--- config.mk ---
export PLATFORM = sky130hd
export DESIGN_NAME = synapse_port_scheduler_flat
export DESIGN_NICKNAME = d
export VERILOG_FILES = /design/src/rtl/synapse_port_scheduler_if.sv /design/src/rtl/synapse_port_scheduler.sv /design/src/flat_wrapper.sv
export SDC_FILE = /design/constraint.sdc
export NUM_CORES = 1
export LEC_CHECK = 0
export CAP_MARGIN = 0
export CORE_ASPECT_RATIO = 0.75
export CORE_MARGIN = 2
export CORE_UTILIZATION = 30
export DETAILED_ROUTE_END_ITERATION = 16
export PLACE_DENSITY = 0.83
export SYNTH_ARGS = -nofsm -noshare
export SYNTH_HDL_FRONTEND = slang
export SYNTH_SLANG_ARGS = --single-unit
--- constraint.sdc ---
create_clock -name clk -period 1.5 [get_ports clk]
set_clock_uncertainty 0.1 [all_clocks]
set_input_delay 0.225 -clock clk [delete_from_list [all_inputs] [get_ports clk]]
set_output_delay 0.225 -clock clk [all_outputs]
set_load 0.03 [all_outputs]
--- src/rtl/synapse_port_scheduler_if.sv ---
// rtl/synapse_port_scheduler_if.sv - request, memory and read-return signals of the synapse port scheduler
//
// Purpose: bundles every handshake and bus signal of synapse_port_scheduler so
// the scheduler and its environment share one typed connection.
//
// Signal groups:
//   cfg_*      AXI parameter write (valid/ready, AW address, DW data)
//   swu_*      STDP weight update (valid/ready, AW address, 8-bit weight)
//   spk_*      spike read (valid/ready, 16-bit raw spike address)
//   mem_*      synapse memory port (we, re, addr, wdata out; rdata in)
//   rd_*       tagged read return towards the soma (valid, data, neuron, last)
//   err_drop   one-cycle pulse for a dropped illegal spike
//
// Modports:
//   slave   the scheduler
//   master  the surrounding logic (requesters, synapse memory, soma)

interface synapse_port_scheduler_if #(
    parameter int AW = 7,
    parameter int DW = 32
);
    logic          cfg_valid;
    logic          cfg_ready;
    logic [AW-1:0] cfg_addr;
    logic [DW-1:0] cfg_data;

    logic          swu_valid;
    logic          swu_ready;
    logic [AW-1:0] swu_addr;
    logic [7:0]    swu_data;

    logic          spk_valid;
    logic          spk_ready;
    logic [15:0]   spk_addr;

    logic          mem_we;
    logic          mem_re;
    logic [AW-1:0] mem_addr;
    logic [DW-1:0] mem_wdata;
    logic [DW-1:0] mem_rdata;

    logic          rd_valid;
    logic [DW-1:0] rd_data;
    logic [AW-1:0] rd_neuron;
    logic          rd_last;
    logic          err_drop;

    modport slave (
        input  cfg_valid, cfg_addr, cfg_data,
        input  swu_valid, swu_addr, swu_data,
        input  spk_valid, spk_addr,
        input  mem_rdata,
        output cfg_ready, swu_ready, spk_ready,
        output mem_we, mem_re, mem_addr, mem_wdata,
        output rd_valid, rd_data, rd_neuron, rd_last, err_drop
    );

    modport master (
        output cfg_valid, cfg_addr, cfg_data,
        output swu_valid, swu_addr, swu_data,
        output spk_valid, spk_addr,
        output mem_rdata,
        input  cfg_ready, swu_ready, spk_ready,
        input  mem_we, mem_re, mem_addr, mem_wdata,
        input  rd_valid, rd_data, rd_neuron, rd_last, err_drop
    );
endinterface

--- src/rtl/synapse_port_scheduler.sv ---
// rtl/synapse_port_scheduler.sv - arbiter for the single synapse-memory port of a processing neuron
//
// Purpose: shares one 128-entry synapse memory port between AXI parameter
// writes (cfg), STDP weight updates (swu) and spike-driven weight reads (spk).
// A two-neuron spike expands into two back-to-back reads; read data returns
// tagged with the neuron index and a last-of-spike flag.
//
// Ports:
//   clk        clock, rising edge
//   rst        asynchronous active-low reset
//   bus        synapse_port_scheduler_if.slave
//              cfg_valid/ready, cfg_addr, cfg_data   parameter write
//              swu_valid/ready, swu_addr, swu_data   weight update (8-bit, zero-extended)
//              spk_valid/ready, spk_addr             spike read: [15] param flag (illegal),
//                                                    [14] rich club, [13:7] second neuron,
//                                                    [6:0] first neuron
//              mem_we, mem_re, mem_addr, mem_wdata   registered memory strobes
//              mem_rdata                             memory data, one cycle after mem_re
//              rd_valid, rd_data, rd_neuron, rd_last read return
//              err_drop                              illegal spike dropped
//
// Build option: SCHED_RR_EN
//   defined    swu and spk share the port round-robin
//   undefined  fixed priority swu > spk
// cfg always has priority over both.

module synapse_port_scheduler #(
    parameter int AW = 7,
    parameter int DW = 32
) (
    input  logic clk,
    input  logic rst,
    synapse_port_scheduler_if.slave bus
);

    typedef enum logic {
        IDLE = 1'b0,
        PAIR = 1'b1
    } state_t;

    state_t state;
    state_t state_nxt;

    // Request acceptance
    logic          arb_open;
    logic          cfg_rdy;
    logic          swu_rdy;
    logic          spk_rdy;
    logic          cfg_fire;
    logic          swu_fire;
    logic          spk_fire;

    // Spike address decode
    logic [AW-1:0] spk_first;
    logic [AW-1:0] spk_second;
    logic          spk_illegal;
    logic          spk_single;
    logic [AW-1:0] pair_addr;

    // Next values of the registered memory-side outputs
    logic          we_d;
    logic          re_d;
    logic          last_d;
    logic          err_d;
    logic [AW-1:0] addr_d;
    logic [DW-1:0] wdata_d;

    // Registered outputs
    logic          mem_we_q;
    logic          mem_re_q;
    logic          mem_last_q;
    logic [AW-1:0] mem_addr_q;
    logic [DW-1:0] mem_wdata_q;
    logic          err_drop_q;
    logic          rd_valid_q;
    logic [AW-1:0] rd_neuron_q;
    logic          rd_last_q;

    assign spk_first   = bus.spk_addr[AW-1:0];
    assign spk_second  = bus.spk_addr[2*AW-1:AW];
    assign spk_illegal = bus.spk_addr[15];
    // Rich-club spikes and spikes with no second neuron need only one read.
    assign spk_single  = bus.spk_addr[14] || (spk_second == '0);

    // ------------------------------------------------------------------
    // Readies. cfg wins outright; swu/spk only see the port when cfg is
    // quiet, so at most one handshake completes per cycle.
    // ------------------------------------------------------------------
`ifdef SCHED_RR_EN
    // rr_spk = 0 favours swu, 1 favours spk. The favoured requester yields
    // only when it is not asking; the pointer moves only when the favoured
    // side is actually served, so a yield does not cost it its turn.
    logic rr_spk;

    always_comb begin
        arb_open = (state == IDLE) && !bus.cfg_valid;
        cfg_rdy  = (state == IDLE);
        swu_rdy  = arb_open && (!rr_spk || !bus.spk_valid);
        spk_rdy  = arb_open && ( rr_spk || !bus.swu_valid);
    end

    always_ff @(posedge clk or negedge rst) begin
        if (!rst) begin
            rr_spk <= 1'b0;
        end else if (!rr_spk && swu_fire) begin
            rr_spk <= 1'b1;
        end else if (rr_spk && spk_fire) begin
            rr_spk <= 1'b0;
        end
    end
`else
    always_comb begin
        arb_open = (state == IDLE) && !bus.cfg_valid;
        cfg_rdy  = (state == IDLE);
        swu_rdy  = arb_open;
        spk_rdy  = arb_open && !bus.swu_valid;
    end
`endif

    assign cfg_fire = bus.cfg_valid && cfg_rdy;
    assign swu_fire = bus.swu_valid && swu_rdy;
    assign spk_fire = bus.spk_valid && spk_rdy;

    assign bus.cfg_ready = cfg_rdy;
    assign bus.swu_ready = swu_rdy;
    assign bus.spk_ready = spk_rdy;

    // ------------------------------------------------------------------
    // FSM: state register
    // ------------------------------------------------------------------
    always_ff @(posedge clk or negedge rst) begin
        if (!rst) begin
            state <= IDLE;
        end else begin
            state <= state_nxt;
        end
    end

    // ------------------------------------------------------------------
    // FSM: next state. PAIR lasts exactly one cycle; holding all readies
    // low there keeps the two reads of a pair back-to-back.
    // ------------------------------------------------------------------
    always_comb begin
        state_nxt = state;
        unique case (state)
            IDLE: begin
                if (spk_fire && !spk_illegal && !spk_single) begin
                    state_nxt = PAIR;
                end
            end
            PAIR: begin
                state_nxt = IDLE;
            end
            default: begin
                state_nxt = IDLE;
            end
        endcase
    end

    // ------------------------------------------------------------------
    // FSM: outputs. Produces the next memory command; everything is
    // registered below so strobes appear the cycle after the accept.
    // Address and data stay 0 whenever no strobe is issued.
    // ------------------------------------------------------------------
    always_comb begin
        we_d    = 1'b0;
        re_d    = 1'b0;
        last_d  = 1'b0;
        err_d   = 1'b0;
        addr_d  = '0;
        wdata_d = '0;
        unique case (state)
            IDLE: begin
                if (cfg_fire) begin
                    we_d    = 1'b1;
                    addr_d  = bus.cfg_addr;
                    wdata_d = bus.cfg_data;
                end else if (swu_fire) begin
                    we_d    = 1'b1;
                    addr_d  = bus.swu_addr;
                    wdata_d = {{(DW-8){1'b0}}, bus.swu_data};
                end else if (spk_fire) begin
                    if (spk_illegal) begin
                        err_d = 1'b1;
                    end else begin
                        re_d   = 1'b1;
                        addr_d = spk_first;
                        last_d = spk_single;
                    end
                end
            end
            PAIR: begin
                re_d   = 1'b1;
                addr_d = pair_addr;
                last_d = 1'b1;
            end
            default: begin
            end
        endcase
    end

    // Second neuron is captured at accept; spk_addr may change afterwards.
    always_ff @(posedge clk or negedge rst) begin
        if (!rst) begin
            pair_addr <= '0;
        end else if (state == IDLE && spk_fire) begin
            pair_addr <= spk_second;
        end
    end

    // Memory command and error pulse registers
    always_ff @(posedge clk or negedge rst) begin
        if (!rst) begin
            mem_we_q    <= 1'b0;
            mem_re_q    <= 1'b0;
            mem_last_q  <= 1'b0;
            mem_addr_q  <= '0;
            mem_wdata_q <= '0;
            err_drop_q  <= 1'b0;
        end else begin
            mem_we_q    <= we_d;
            mem_re_q    <= re_d;
            mem_last_q  <= last_d;
            mem_addr_q  <= addr_d;
            mem_wdata_q <= wdata_d;
            err_drop_q  <= err_d;
        end
    end

    // Read-return tags ride one cycle behind mem_re to line up with mem_rdata.
    always_ff @(posedge clk or negedge rst) begin
        if (!rst) begin
            rd_valid_q  <= 1'b0;
            rd_neuron_q <= '0;
            rd_last_q   <= 1'b0;
        end else begin
            rd_valid_q  <= mem_re_q;
            rd_neuron_q <= mem_re_q ? mem_addr_q : '0;
            rd_last_q   <= mem_re_q && mem_last_q;
        end
    end

    assign bus.mem_we    = mem_we_q;
    assign bus.mem_re    = mem_re_q;
    assign bus.mem_addr  = mem_addr_q;
    assign bus.mem_wdata = mem_wdata_q;
    assign bus.err_drop  = err_drop_q;
    assign bus.rd_valid  = rd_valid_q;
    assign bus.rd_data   = bus.mem_rdata;
    assign bus.rd_neuron = rd_neuron_q;
    assign bus.rd_last   = rd_last_q;

endmodule

--- src/flat_wrapper.sv ---
// flat-port wrapper written by rule: the top's interface ports become plain ports
module synapse_port_scheduler_flat 
#(
    parameter int AW = 7,
    parameter int DW = 32
)
  (clk, rst, bus_cfg_valid, bus_cfg_addr, bus_cfg_data, bus_swu_valid, bus_swu_addr, bus_swu_data, bus_spk_valid, bus_spk_addr, bus_mem_rdata, bus_cfg_ready, bus_swu_ready, bus_spk_ready, bus_mem_we, bus_mem_re, bus_mem_addr, bus_mem_wdata, bus_rd_valid, bus_rd_data, bus_rd_neuron, bus_rd_last, bus_err_drop);
  synapse_port_scheduler_if #(.AW(AW), .DW(DW)) bus_i ();
  input  logic clk;
  input  logic rst;
  input wire logic [$bits(bus_i.cfg_valid)-1:0] bus_cfg_valid;
  input wire logic [$bits(bus_i.cfg_addr)-1:0] bus_cfg_addr;
  input wire logic [$bits(bus_i.cfg_data)-1:0] bus_cfg_data;
  input wire logic [$bits(bus_i.swu_valid)-1:0] bus_swu_valid;
  input wire logic [$bits(bus_i.swu_addr)-1:0] bus_swu_addr;
  input wire logic [$bits(bus_i.swu_data)-1:0] bus_swu_data;
  input wire logic [$bits(bus_i.spk_valid)-1:0] bus_spk_valid;
  input wire logic [$bits(bus_i.spk_addr)-1:0] bus_spk_addr;
  input wire logic [$bits(bus_i.mem_rdata)-1:0] bus_mem_rdata;
  output wire logic [$bits(bus_i.cfg_ready)-1:0] bus_cfg_ready;
  output wire logic [$bits(bus_i.swu_ready)-1:0] bus_swu_ready;
  output wire logic [$bits(bus_i.spk_ready)-1:0] bus_spk_ready;
  output wire logic [$bits(bus_i.mem_we)-1:0] bus_mem_we;
  output wire logic [$bits(bus_i.mem_re)-1:0] bus_mem_re;
  output wire logic [$bits(bus_i.mem_addr)-1:0] bus_mem_addr;
  output wire logic [$bits(bus_i.mem_wdata)-1:0] bus_mem_wdata;
  output wire logic [$bits(bus_i.rd_valid)-1:0] bus_rd_valid;
  output wire logic [$bits(bus_i.rd_data)-1:0] bus_rd_data;
  output wire logic [$bits(bus_i.rd_neuron)-1:0] bus_rd_neuron;
  output wire logic [$bits(bus_i.rd_last)-1:0] bus_rd_last;
  output wire logic [$bits(bus_i.err_drop)-1:0] bus_err_drop;
  assign bus_i.cfg_valid = bus_cfg_valid;
  assign bus_i.cfg_addr = bus_cfg_addr;
  assign bus_i.cfg_data = bus_cfg_data;
  assign bus_i.swu_valid = bus_swu_valid;
  assign bus_i.swu_addr = bus_swu_addr;
  assign bus_i.swu_data = bus_swu_data;
  assign bus_i.spk_valid = bus_spk_valid;
  assign bus_i.spk_addr = bus_spk_addr;
  assign bus_i.mem_rdata = bus_mem_rdata;
  assign bus_cfg_ready = bus_i.cfg_ready;
  assign bus_swu_ready = bus_i.swu_ready;
  assign bus_spk_ready = bus_i.spk_ready;
  assign bus_mem_we = bus_i.mem_we;
  assign bus_mem_re = bus_i.mem_re;
  assign bus_mem_addr = bus_i.mem_addr;
  assign bus_mem_wdata = bus_i.mem_wdata;
  assign bus_rd_valid = bus_i.rd_valid;
  assign bus_rd_data = bus_i.rd_data;
  assign bus_rd_neuron = bus_i.rd_neuron;
  assign bus_rd_last = bus_i.rd_last;
  assign bus_err_drop = bus_i.err_drop;
  synapse_port_scheduler #(.AW(AW), .DW(DW)) u_core (.clk(clk), .rst(rst), .bus(bus_i));
endmodule
# Yosys cells after proc, flatten, opt, wreduce, memory -nomap -nowiden
# Index checks and enable logic that the tools add are counted.
[totals]
input_bits = 107
register_bits = 60
output_inout_bits = 86
wordCells = 56
[op_classes]
muxes = 29
n_reduce_logical = 15
n_bitwise = 1
[op_table]
columns = ["cell", "count"]
rows = [
  ["2-to-1 mux 32 bit", 2],
  ["2-to-1 mux 7 bit", 5],
  ["2-to-1 mux 1 bit", 17],
  ["case mux 7 bit (2 select lines)", 1],
  ["logical AND 1 bit", 9],
  ["2-to-1 mux 8 bit", 1],
  ["logical NOT 7 bit", 1],
  ["case mux 1 bit (2 select lines)", 3],
  ["logical NOT 1 bit", 4],
  ["logical OR 1 bit", 1],
  ["NOT 1 bit", 1],
]

# Depth between registers and ports, before layout
# Gate-level depths: netlist (run 1).
[logic_depth]
word_depth = 8
mapped_depth = 5
depth_no_buf = 3

# Worst setup path before layout (run 1)
# OpenSTA, ideal clock, no wires.
[synth_path]
path_kind = "flip-flop to output port"
from = "register u_core.state"
to = "output bus_spk_ready"
required_time_ns = 1.175
slack_ns = -0.216
arrival_ns = 1.391
stages_incl_launch_ff = 4
n_path_buf = 2
path_cell_list = "dfrtp_1 > buf_2 > buf_1 > nor3_1"
[synth_between]
elab_chain_cells = 3
[synth_lines]
columns = ["element", "line_no", "text"]
rows = [
  ["start, declared", "synapse_port_scheduler.sv:41", "state_t state;"],
  ["start signal, assigned", "synapse_port_scheduler.sv:135", "state <= state_nxt;"],
  ["NOT 1 bit", "synapse_port_scheduler.sv:113", "arb_open = (state == IDLE) && !bus.cfg_valid;"],
  ["logical AND 1 bit", "synapse_port_scheduler.sv:113", ""],
  ["logical AND 1 bit", "synapse_port_scheduler.sv:116", "spk_rdy = arb_open && !bus.swu_valid;"],
  ["end, declared", "flat_wrapper.sv:22", "output wire logic [$bits(bus_i.spk_ready)-1:0] bus_spk_ready;"],
]
# Every way passes these cells.

# Worst setup path after layout (run 1)
[layout_path]
from = "register u_core.state"
to = "output bus_swu_ready"
[layout_between]
elab_chain_cells = 2
[layout_lines]
columns = ["element", "line_no", "text"]
rows = [
  ["NOT 1 bit", "synapse_port_scheduler.sv:113", ""],
  ["logical AND 1 bit", "synapse_port_scheduler.sv:113", ""],
  ["end, declared", "flat_wrapper.sv:21", "output wire logic [$bits(bus_i.swu_ready)-1:0] bus_swu_ready;"],
]
# Every way passes these cells.

==> metrics.cfg, run 1 <==
[synth]
ys.warnings.count=0
ys_seq_area_share_pct=60.9
synth_cells=197
ys.flop_type=dfrtp_1
synth-edff-count=0
synth.top_cell.area_share_pct=60.9
syn_area_sq_um=2460
ys_async_sr_fraction_pct=100
synthTopCellsByArea=dfrtp_1 (61%), buf_4 (9.8%), and2_1 (8.4%)
synth_top_area_cell=dfrtp_1
ys_seq_elements=60
synth_fp_nets=304
syn_area_per_cell_sq_um=12.5
yosysUniqueCellTypes=23

[timing]
fin_crit_ns=1.56
finalWorstSetupSlack_ns=-0.0591
tightest_slew_ns=0.404
hold_viol=0
tns_ns=-0.408
grt_setup_unrepaired=true
relSlewSlack_pct=73.1
finalCritPeriodShare_pct=104
setup_viol=14
max_clock_freq_ghz=0.641
slew_violations=0

[layout]
drive_gt1_share_pct=18.9
fin_nets=422
antenna_cells=0
final_cell_mix=clkdlybuf4s50_1 (71), dfrtp_1 (60), dlygate4sd2_1 (52)
area_growth_syn_to_layout_pct=64.3
final_common_cell=clkdlybuf4s50_1
layout.cells.non_filler=423
post-route-util_pct=51.1

[detailed_routing]
first_pass_iters=4
wl_mm=6.66
vias=1859
vias_per_cell=4.39
drcViolationCount=0
drt_iter0_markers=65
ant_nets=0
routedWlPerCell_um=15.7

[worst_setup_path]
worstSetupEndpointType=output pin
path_cells=buf_12 > buf_6 > nor2_4 > buf_6
crit_type=flop to output pin
critPathMaxStageDelay_ns=0.43
cp.buffers_inverters=3
cp.required_ns=1.17
reg2reg_to=u_core.pair_addr[6]$_DFFE_PN0P_
crit_cells=4
crit_path_max_fanout=5
ff2ff_setup_slack_ns=-0.05
start_kind=flop
crit_slowest_cell=dfrtp_1
cp.arrival_ns=1.23
r2r-start=u_core.state$_DFF_PN0_
rr_worst_depth=4
critPathLaunch=u_core.state$_DFF_PN0_
crit_top_cell=buf_6
crit_path_end=bus_swu_ready
cpLargestDelayFamily=flip-flops

[floorplan]
fp.dieW_um=109
std_cell_rows=28
ios=193
die-area_sq_um=8960
die_y_um=82.5
core_sq_um=7920
start_util_pct=31.1

[clock_tree]
path_clk_slew_ns=0.06
max-clock-path-buffers=2
htreeDepth=3
cts_made_buffers=9
clockRootBuffer=clkbuf_8
worstSkewPairLatency_ns=0.33
cts.sinks=60
tritoncts=built

[pwr]
vdd_ir_drop_max_mv=0.423
p_leak_nw=1.95
p_per_area_nw_per_um2=982

[grt]
grt_pass1_wl_mm=9.28
grt_max_degree=61
antenna_found_initial=0
first_global_vias=1857
gr-total-overflow=0
track_usage_pct=14.0

[place]
dpl.cell_count=399
place_hpwl_mm=4.81
io_buffer_count=128
place_congestion=0.782
post-place-ws_ns=-0.341

[status]
status=finished, violations left
violations=negative setup slack

[worst_hold_path]
hp-class=input port to async pin

[job]
drv_cap=0

==> worst register-to-register path, delay by kind of cell (launching register included) <==
kind | cells | cell delay, ns
buffers and inverters | 2 | 0.34
flip-flops | 1 | 0.43
multiplexers | 1 | 0.30
AND/OR/NAND/NOR | 1 | 0.27
==> metal layers <==
layer	global-route usage [%]	vias up	wire length [um]
li1	-	860	-
met1	14.7	922	2450
met2	25.6	53	3530
met3	4.00	24	433
met4	7.95	0	236
met5	0	-	0
==> report_power, final <==
part	internal (mW)	total, mW	switching, mW
sequential	1.73	1.79	0.0563
clock	0.838	1.42	0.581
combinational	0.405	0.769	0.364
==> registers in the layout, indices dropped and copies added (netlist names) <==
name                  flops
u_core.bus.mem_we         1
u_core.bus.mem_addr       7
u_core.bus.mem_wdata     32
u_core.state              1
u_core.bus.rd_neuron      7
u_core.bus.rd_valid       1
u_core.bus.rd_last        1
u_core.bus.err_drop       1
u_core.pair_addr          7
u_core.bus.mem_re         1
u_core.mem_last_q         1
==> synth_stat cells (3+ instances only) <==
cell       number
dfrtp_1        60
nor2_1         11
mux2_1          7
and2_1         33
buf_4          32
inv_1           5
a2bb2oi_1       3
a221oi_1        3
o221ai_1        4
a22oi_1        12
nand3b_1        3
buf_2           7
nand2_1         5
==> repair_timing <==
item                                    CTS  global route
gates resized for setup                  65            20
hold buffers                              1             0
setup buffers                             4             3
cloned                                    1             1
pin swaps                                 1             2
hold endpoints to repair                 60             0
endpoints found under the setup margin   54            19
==> layout make-up <==
class                           count  area (sq um)
Fill cell                         709          3870
Tap cell                          105           131
Clock inverter                      2          35.0
Clock buffer                       12           155
Timing Repair Buffer              148          1450
Multi-Input combinational cell     91           752
Sequential cell                    60          1500
Inverter                            5          22.5
==> worst min-delay path by stage <==
stage | end | startpoint | depth (start not counted) | slack, ns
2_1_floorplan | u_core.bus.err_drop$_DFF_PN0_ | rst | 0 | -0.17
3_3_place_gp | u_core.bus.mem_wdata[11]$_DFF_PN0_ | rst | 2 | 0.15
3_5_place_dp | u_core.bus.mem_wdata[11]$_DFF_PN0_ | rst | 2 | 0.16
4_1_cts | u_core.bus.mem_wdata[30]$_DFF_PN0_ | rst | 3 | 0.34
5_1_grt | u_core.bus.mem_wdata[15]$_DFF_PN0_ | bus_cfg_data[15] | 2 | 0.34
6_report | u_core.bus.mem_wdata[11]$_DFF_PN0_ | rst | 3 | 0.35
==> cells by family (layout without fill, tap and decap cells) <==
| kind of cell | after synthesis | in the layout | share of synthesized area, % |
|---|---|---|---|
| buf+inv | 46 | 167 | 12.5 |
| compound gates | 23 | 23 | 7.82 |
| flops | 60 | 60 | 60.9 |
| simple gates | 61 | 61 | 15.5 |
| mux | 7 | 7 | 3.20 |
==> through the flow <==
step / hold slack [ns] / power (mW) / instance area (sq um)
6_report: 0.346 / 3.98 / 4050
5_1_grt: 0.342 / 4.14 / 4050
4_1_cts: 0.336 / 3.94 / 3930
3_5_place_dp: 0.155 / 2.57 / 3680
3_3_place_gp: 0.152 / 2.55 / 3680
2_1_floorplan: -0.171 / 2.27 / 2480
No activity file was read; power rests on OpenSTA's default activity.
==> run 2, diff against run 1 <==
Settings changed: CTS_BUF_LIST from default to sky130_fd_sc_hd__clkbuf_4 sky130_fd_sc_hd__clkbuf_8 sky130_fd_sc_hd__clkbuf_16, PLACE_DENSITY 0.83 to 0.77.
==> run 2 against run 1 <==
  * The flow still finishes with violations (negative setup slack)
  * Count of clock-buffer cells in the layout fell by 2
  * Sequential cell count unchanged
  * Worst hold slack worse by 0.25 ns
  * Routed wire length grew 1.2%
  * Core utilization hardly changed
  * Fmax is 2.8% lower
  * Combinational power about the same
  * Via count increased by 1.2%
  * Cell area barely moved
  * Critical endpoint is now u_core.pair_addr[5]$_DFFE_PN0P_
  * Largest power group unchanged
==> metrics.cfg, run 2 (synthesized netlist as in run 1, its figures left out) <==
[worst_setup_path]
crit_path_max_fanout=6
ff2ff_setup_slack_ns=-0.10
r2r-start=u_core.state$_DFF_PN0_
start_kind=flop
cp.required_ns=1.60
rr_worst_depth=4
worstSetupEndpointType=flop
crit_type=flop to flop
cp.arrival_ns=1.71
reg2reg_to=u_core.pair_addr[5]$_DFFE_PN0P_

[layout]
drive_gt1_share_pct=20.5
regArea_sq_um=1500
fillers=711
fin_nets=424
multiInputGateArea_sq_um=756
area_growth_syn_to_layout_pct=64.2
layout.cells.non_filler=427
largest_register_ffs=32
antenna_cells=0
final_cell_mix=clkdlybuf4s50_1 (69), dfrtp_1 (60), dlygate4sd2_1 (52)
final_common_cell=clkdlybuf4s50_1
design_area_sq_um=4050

[grt]
antenna_found_initial=0
first_global_vias=1880
grt_pass1_wl_mm=9.65
track_usage_pct=14.3
gr-total-overflow=0
grt_max_degree=61

[place]
place_congestion=0.707
placed_area_sq_um=3690
io_buffer_count=128
place_hpwl_mm=4.87
dpl.cell_count=401

[pwr]
p_switching_mw=1.07
vdd_ir_drop_max_mv=0.413
p_sw_share_pct=26.6
clock_power_share_pct=36.2
pwr-share-seq_pct=44.6
power_mw=4.01
p_leak_nw=1.96
combPwrFrac_pct=19.1
p_per_area_nw_per_um2=991
internal_power_mw=2.94

[detailed_routing]
vias_per_cell=4.41
first_pass_iters=4
wl_mm=6.74
ant_nets=0
drt_iter0_markers=69
vias=1882
drcViolationCount=0
routedWlPerCell_um=15.8

[clock_tree]
cts.sinks=60
worstSkewPairLatency_ns=0.32
tritoncts=built
max-clock-path-buffers=2
cts_made_buffers=9
htreeDepth=3
path_clk_slew_ns=0.07
clockRootBuffer=clkbuf_8

[timing]
finalCritPeriodShare_pct=107
whs_ns=0.0956
grt_setup_unrepaired=true
finalWorstSetupSlack_ns=-0.104
tns_ns=-1.07
slew_violations=0
relSlewSlack_pct=76.9
tightest_slew_ns=0.347
max_clock_freq_ghz=0.623
setup_viol=16
fin_crit_ns=1.60
hold_viol=0

[status]
violations=negative setup slack
status=finished, violations left

[worst_hold_path]
hp-class=input port to flop
min_from=bus_spk_addr[12]
hold_depth=2
hold_end=u_core.pair_addr[5]$_DFFE_PN0P_

[job]
drv_cap=0

[floorplan]
fp.dieW_um=109
die-area_sq_um=8960
core_sq_um=7920
ios=193
die_y_um=82.5
start_util_pct=31.1
std_cell_rows=28

run 2: worst max path at each step:
stage | startpoint | to | slack (ns) | cells past startpoint
floorplan | u_core.state$_DFF_PN0_ | u_core.pair_addr[0]$_DFFE_PN0P_ | -0.01 | 4
global placement | bus_cfg_valid | u_core.bus.mem_addr[6]$_DFF_PN0_ | -0.33 | 4
finish | u_core.state$_DFF_PN0_ | u_core.pair_addr[5]$_DFFE_PN0P_ | -0.10 | 4
global route | u_core.state$_DFF_PN0_ | u_core.pair_addr[5]$_DFFE_PN0P_ | -0.13 | 4
detailed placement | bus_cfg_valid | u_core.bus.mem_addr[6]$_DFF_PN0_ | -0.37 | 4
CTS | u_core.state$_DFF_PN0_ | bus_swu_ready | -0.04 | 4
run 2: through the flow:
stage | utilization [%] | worst slack, ns
after floorplan | - | -0.0146
after global placement | 46.6 | -0.334
after detailed placement | 46.6 | -0.373
after CTS | 50.0 | -0.0444
after global routing | 51.1 | -0.135
final | 51.1 | -0.104
run 2: cell type report:
type                    instances  area share [%]
clock buffers                  10            3.40
clock inverters                 6            1.58
inverters                       5           0.557
multi-input cells              91            18.7
flip-flops and latches         60            37.1
well taps                     105            3.25
repair buffers                150            35.4
run 2: worst max-delay path: stages (launching register included):
cell and delay, ns:
dfrtp_1 0.40, buf_6 0.12, nor4b_4 0.34, buf_6 0.21
mux2_4 0.31
run 2: what timing repair did:
item,CTS,global route
setup buffers,7,1
hold buffers,1,0
hold endpoints to repair,60,0
gates cloned,1,0
resized for setup,67,17
setup endpoints to repair,55,19
pin swaps,2,5
run 2: power by group through the flow:
stage                     Clock [mW]  Combinational (mW)  Sequential [mW]
after floorplan                    0               0.310             1.96
after global placement             0               0.740             1.81
after detailed placement           0               0.756             1.82
after CTS                       1.47               0.739             1.78
after global routing            1.57               0.815             1.80
final                           1.45               0.768             1.79
run 2: routing by layer:
layer  routed length (um)  share of wire (%)  up-vias  GRT usage [%]
met5                    0                  0        -              0
met4                  157                2.3        0           7.18
met3                  394                5.9       26           3.30
met2                 3610                 54       64           25.3
met1                 2570                 38      925           16.5
li1                     -                  -      867              -
